--- src/rtl/fifo_stream_drain.sv ---
// fifo_stream_drain
// Drain stage that sits directly behind sync_fifo. It pops words from the FIFO read
// port and presents them on a valid/ready stream. A 2-entry skid buffer covers the
// FIFO's one-cycle read latency, so the stream can deliver one word per clock without
// dropping or duplicating data. A wrapping counter tracks the number of delivered words.
module fifo_stream_drain #(
   parameter int DATA_WIDTH = 32,
   parameter int CNT_WIDTH  = 16
) (
   input  logic                  clk,
   input  logic                  rst,
   input  logic                  en,
   input  logic                  fifo_empty,
   input  logic [DATA_WIDTH-1:0] fifo_data_out,
   output logic                  fifo_cs,
   output logic                  fifo_rd_en,
   output logic                  m_valid,
   output logic [DATA_WIDTH-1:0] m_data,
   input  logic                  m_ready,
   output logic [CNT_WIDTH-1:0]  word_cnt
);

   // Skid buffer storage and bookkeeping registers
   logic [DATA_WIDTH-1:0] buf_r [0:1];
   logic                  head_r;      // index of the oldest buffered word
   logic [1:0]            occ_r;       // number of buffered words, 0..2
   logic                  inflight_r;  // a read was issued last cycle
   logic [CNT_WIDTH-1:0]  word_cnt_r;

   // Combinational helpers
   logic                  pop_s;
   logic [1:0]            level_s;     // buffered plus in-flight words
   logic                  room_s;
   logic                  rd_en_s;
   logic                  wr_idx_s;    // tail slot written by a capture
   logic [1:0]            occ_nxt_s;

   // Read issue, pop detection and next occupancy
   always_comb begin
      pop_s     = 1'b0;
      level_s   = 2'd0;
      room_s    = 1'b0;
      rd_en_s   = 1'b0;
      wr_idx_s  = 1'b0;
      occ_nxt_s = 2'd0;

      pop_s   = (occ_r != 2'd0) & m_ready;
      level_s = occ_r + {1'b0, inflight_r};
      room_s  = (level_s < 2'd2);

      // A pop this cycle frees a slot, so a read may be issued even when full.
      // Reads are suppressed while reset is applied so nothing is requested then.
      if (rst) begin
         rd_en_s = 1'b0;
      end else begin
         rd_en_s = en & ~fifo_empty & (room_s | pop_s);
      end

      // Tail = head + occ (mod 2). With occ=2 and a simultaneous pop this lands on
      // the slot being vacated, which is also the tail after the head advances.
      wr_idx_s  = head_r ^ occ_r[0];
      occ_nxt_s = occ_r + {1'b0, inflight_r} - {1'b0, pop_s};
   end

   // Buffer, pointers, in-flight flag and delivered-word counter
   always_ff @(posedge clk) begin
      if (rst) begin
         buf_r[0]   <= {DATA_WIDTH{1'b0}};
         buf_r[1]   <= {DATA_WIDTH{1'b0}};
         head_r     <= 1'b0;
         occ_r      <= 2'd0;
         inflight_r <= 1'b0;
         word_cnt_r <= {CNT_WIDTH{1'b0}};
      end else begin
         inflight_r <= rd_en_s;
         occ_r      <= occ_nxt_s;
         if (pop_s) begin
            head_r     <= ~head_r;
            word_cnt_r <= word_cnt_r + {{(CNT_WIDTH-1){1'b0}}, 1'b1};
         end else begin
            head_r     <= head_r;
            word_cnt_r <= word_cnt_r;
         end
         if (inflight_r) begin
            buf_r[wr_idx_s] <= fifo_data_out;
         end else begin
            buf_r[wr_idx_s] <= buf_r[wr_idx_s];
         end
      end
   end

   // Outputs are taken straight from registered state (rd_en and cs excepted)
   always_comb begin
      fifo_cs    = en;
      fifo_rd_en = rd_en_s;
      m_valid    = (occ_r != 2'd0);
      m_data     = buf_r[head_r];
      word_cnt   = word_cnt_r;
   end

endmodule

--- config.mk ---
export PLATFORM = sky130hd
export DESIGN_NAME = fifo_stream_drain
export DESIGN_NICKNAME = d
export VERILOG_FILES = /design/src/rtl/fifo_stream_drain.sv
export SDC_FILE = /design/constraint.sdc
export NUM_CORES = 1
export LEC_CHECK = 0
export BUFFER_PORTS_ARGS = -buffer_cell sky130_fd_sc_hd__buf_2
export CAP_MARGIN = 10
export CORE_ASPECT_RATIO = 1.2
export CORE_MARGIN = 4
export CORE_UTILIZATION = 48
export DETAILED_ROUTE_END_ITERATION = 16
export GPL_ROUTABILITY_DRIVEN = 0
export PLACE_DENSITY = 0.76
export SYNTH_ARGS = -nofsm -noshare
export SYNTH_HDL_FRONTEND = slang
export SYNTH_SLANG_ARGS = --single-unit
--- constraint.sdc ---
create_clock -name clk -period 1.6 [get_ports clk]
set_input_delay 0.16 -clock clk [delete_from_list [all_inputs] [get_ports clk]]
set_output_delay 0.16 -clock clk [all_outputs]
set_load 0.005 [all_outputs]
### After elaboration in Yosys (flattened, before gate mapping)

Memories as Yosys holds them, arrays and structs flattened. A register that Yosys moved wholly into a read port is not among the register bits.
Cells that the tools add are included.

| storage, ports and cells | value |
|---|---|
| flip-flop bits (word level) | 20 |
| RAM bits | 64 |
| memories kept | 1 |

| operators by class | value |
|---|---|
| $add $sub $neg | 3 |
| $lt $le $gt $ge | 1 |
| equality and inequality tests | 1 |
| mux-type cells | 15 |
| bitwise logic cells | 8 |
| reduce and logical (&&, ||, !) cells | 3 |

Memory list:

| memory | depth | bits a word | rd ports | clocked after Yosys merged registers in | write ports | RTL line | RTL |
|---|---|---|---|---|---|---|---|
| buf_r | 2 | 32 | 1 | 1 | 2 | 24 | `logic [DATA_WIDTH-1:0] buf_r [0:1];` |

Operators by type and width:

| operator | count |
|---|---|
| 32-bit two-way mux | 2 |
| 32-bit OR reduction | 1 |
| 16-bit by 1-bit adder with 16-bit output, second input constant | 1 |
| 1-bit two-way mux | 13 |
| 1-bit bitwise AND | 3 |
| 2-bit by 1-bit adder with 2-bit output | 1 |
| 2-bit < comparator, second input constant | 1 |
| 1-bit inverter | 2 |
| 1-bit bitwise OR | 2 |
| 2-bit AND reduction | 1 |
| 2-bit nonzero test | 1 |
| 2-bit by 1-bit subtractor with 2-bit output | 1 |
| 0-bit != test | 1 |
| 1-bit bitwise XOR | 1 |

### Longest topological paths before layout

| depth | value |
|---|---|
| word-level depth | 7 |
| mapped depth | 6 |

### Worst setup path after synthesis

Ideal clock, no wire load.

| path | value |
|---|---|
| path kind | reg2reg |
| start | register occ_r[0] |
| end | memory buf_r[1][0], enable pin |
| data arrival time | 1.370 ns |
| data required time | 1.225 ns |
| setup slack | -0.145 ns |
| stages on the path, launching flop included | 4 |
| path buffers | 0 |
| clock period less this slack | 1.745 ns |
| cell sequence | dfxtp_1 xnor2_1 nor3b_1 or2_2 |

RTL lines:

| item | RTL line | RTL |
|---|---|---|
| start: declaration | 26 | `logic [1:0] occ_r;` |
| start signal: assignment | 76 | `occ_r <= occ_nxt_s;` |
| end: declaration | 24 |  |

### Worst setup path after layout

| path | value |
|---|---|
| start | register occ_r[0] |
| end | register word_cnt_r[9] (netlist: word_cnt[9]) |

| between the ends | value |
|---|---|
| longest elaborated chain between the ends | 2 |

RTL lines:

| item | RTL line | RTL |
|---|---|---|
| 2-bit nonzero test | 47 | `pop_s = (occ_r != 2'd0) & m_ready;` |
| 1-bit bitwise AND | 47 |  |
| end signal: assignment | 73 | `word_cnt_r <= {CNT_WIDTH{1'b0}};` |
| end signal: assignment | 79 | `word_cnt_r <= word_cnt_r + {{(CNT_WIDTH-1){1'b0}}, 1'b1};` |
| end signal: assignment | 82 | `word_cnt_r <= word_cnt_r;` |
| end: declaration | 28 | `logic [CNT_WIDTH-1:0] word_cnt_r;` |

No other way between the ends.
A chain may end at the register's enable or synchronous reset.

==> results by group <==
Layout
  • Diodes inserted: 0
  • Most common cell after layout, fill and taps aside: buf_2
  • Fraction of layout cells with a size suffix above 1: 46.5%
  • Layout area overhead: 29.5%
  • Fin nets: 437
  • Most frequent cells in the layout: buf_2, and2_1, edfxtp_1, mux2_2, buf_4
  • Design area: 4770 µm²

STA
  • Clock period minus worst slack: 1.54 ns
  • Fmax: 649 MHz
  • # setup viols final: 0
  • Final worst clock skew: 0.0106 ns
  • Worst-margin pin slew: 0.368 ns
  • Final period util: 96.3%
  • Worst relative slew slack: 75.4%
  • Unrepaired setup endpoints after global routing: true
  • Hold_ws: 0.0678 ns
  • Max-slew violation count: 0
  • Setup TNS: 0 ns
  • Worst setup margin: 0.0587 ns
  • Fin. Hold Viols: 0

Clock tree
  • CTS Hold Buffers Added: 0
  • Worst-path clk slew: 0.08 ns
  • Clock sink total: 85
  • Clock buffer depth: 2
  • Worst skew pair latency: 0.34 ns
  • Clock Root Buffer: clkbuf_8
  • TritonCTS clock tree: done
  • H-tree depth: 3
  • CTS buffer count: 9

Critical path
  • Type of destination of the critical path: flip-flop
  • Crit Path Class: reg2reg
  • Worst setup SP type: flip-flop
  • CP Data Arrival Time: 1.81 ns
  • Maximum fanout along the worst path: 4
  • Critical Path RT: 1.87 ns

Drt
  • Drt first pass iters: 4
  • Via count: 2499
  • Antenna Nets Post-Route: 0
  • Total length of routed wires: 7690 µm
  • Via density: 5.08
  • Final routed DRC violation total: 0
  • DR iter-0 viols: 92
  • Post-DR wirelength/cell: 15.6 µm

Synthesis
  • Seq/Total Area, Yosys: 63.6%
  • Post-Syn Area: 3680 µm²
  • Post-Syn Nets: 321
  • Distinct cell type count after synthesis: 32
  • #FFs+latches synth: 85
  • Post-synth top area share: 52.2%
  • Synth warn: 0
  • Top post-synthesis cells by area: edfxtp_1, dfxtp_1, and2_1
  • Post-Synthesis Cells: 281
  • Syn_area_per_cell: 13.1 µm²
  • Post-synth top area cell: edfxtp_1

Global route
  • Pin count of the biggest net entering global routing: 33
  • Overflow after GRT: 0
  • Vias in the first global route: 2632
  • First-pass GRT wire length: 12300 µm
  • Antenna violations before repair: 1
  • Overall global routing resource usage: 17.3%

Place
  • HPWL after DPL: 5250 µm
  • I/O Buffers: 87
  • Cell Area, Placed: 4410 µm²
  • Pre-CTS setup slack: 0.0501 ns

Power and ir drop
  • Pwr Total: 0.00571 W
  • LEAKAGE: 2.01 nW
  • Max rail drop VDD: 804 µV
  • Power Density: 1200 nW/µm²

Run status
  • Status: complete, no violations

Floorplanning
  • Die area: 9140 µm²
  • Initial core utilization: 50.0%
  • Rows: 34
  • Core area: 7360 µm²
  • DIE HEIGHT: 104 µm
  • I/O pins: 88
  • Chip Width: 87.9 µm

Min path
  • HP Class: in2reg

Job
  • Maximum Capacitance Violations: 0
==> timing repair <==
item                       in CTS  in global routing
setup endpoints to repair       2                 19
pin swaps                       1                  4
cloned                          0                  1
buffers inserted                1                  6
resized for setup               5                 14
==> final cells by class <==
cell class / count / area, µm²
inverter: 6 / 22.5
clock inverter: 4 / 51.3
clock buffer: 12 / 166
tap: 90 / 113
multi-input combinational: 176 / 1320
sequential: 85 / 2350
timing repair buffer: 119 / 738
fill: 578 / 2590
==> logic make-up after synthesis <==
group	Yosys count	share of synthesized area (%)
buffers and inverters	20	2.14
multiplexers	33	10.1
AO/OA/AOI/OAI	13	2.14
adder cells (fa/ha/maj)	3	1.02
AND/OR/NAND/NOR	113	17.6
XOR/XNOR	14	3.33
flip-flops	85	63.6
==> cells in the mapped netlist (all sizes together) <==
cell type and number:
buf 4, nand3 2, mux2 33, a21oi 7
xnor2 11, nor4 3, o21ai 3, inv 5
clkbuf 10, nor2b 1, nor3 3, ha 3
clkinv 1, nand2 8, nor3b 1, o2111ai 1
or2 3, dfxtp 21, and2 65, or4 1
nor4b 1, or3 3, edfxtp 64, xor2 3
a21o 1, nand4 3, nor2 16, and3 2
o211ai 1, and3b 1
==> stage by stage <==
| stage | cells | utilization, % |
|---|---|---|
| finish | 492 | 64.8 |
| global route | 492 | 64.8 |
| CTS | 485 | 63.1 |
| detailed placement | 468 | 59.9 |
| global placement | 468 | 59.9 |
| floorplan | 281 | - |
==> power by group <==
group	leakage, nW	switching [W]	internal [W]
Sequential	0.836	0.0000997	0.00259
Clock	0.113	0.000749	0.000868
Combinational	1.06	0.000622	0.000778
Total	2.01	0.00147	0.00423
==> state kept, by name (all words and copies together) (netlist names), named ones only <==
| register | cells |
|---|---|
| buf_r | 64 |
| word_cnt | 16 |
| occ_r | 2 |
| head_r | 1 |
| inflight_r | 1 |
==> worst paths after layout <==
check                                         startpoint                  endpoint  slack (ns)  cells after the start
worst max-delay path                 occ_r[0]$_SDFF_PP0_  word_cnt[9]$_SDFFE_PP0N_        0.06                      4
worst min-delay path                                 rst                 flip-flop        0.07                      2
worst max register to register       occ_r[0]$_SDFF_PP0_  word_cnt[9]$_SDFFE_PP0N_        0.06                      4
worst min register to register  word_cnt[1]$_SDFFE_PP0N_  word_cnt[1]$_SDFFE_PP0N_        0.50                      2
==> critical path, stage by stage (launching register included) <==
cell and delay [ns]:
dfxtp_2 0.37, o211ai_2 0.12, or4_1 0.54, or3_1 0.32, a21oi_1 0.13
==> metal layers <==
layer | global-route usage [%] | vias up | share of wire, %
li1 | - | 1212 | -
met1 | 19.5 | 1207 | 39
met2 | 30.5 | 66 | 53
met3 | 5.23 | 12 | 6.9
met4 | 5.81 | 2 | 1.0
met5 | 0 | - | 0.13
Note: power is estimated with default switching activity, not from simulation.
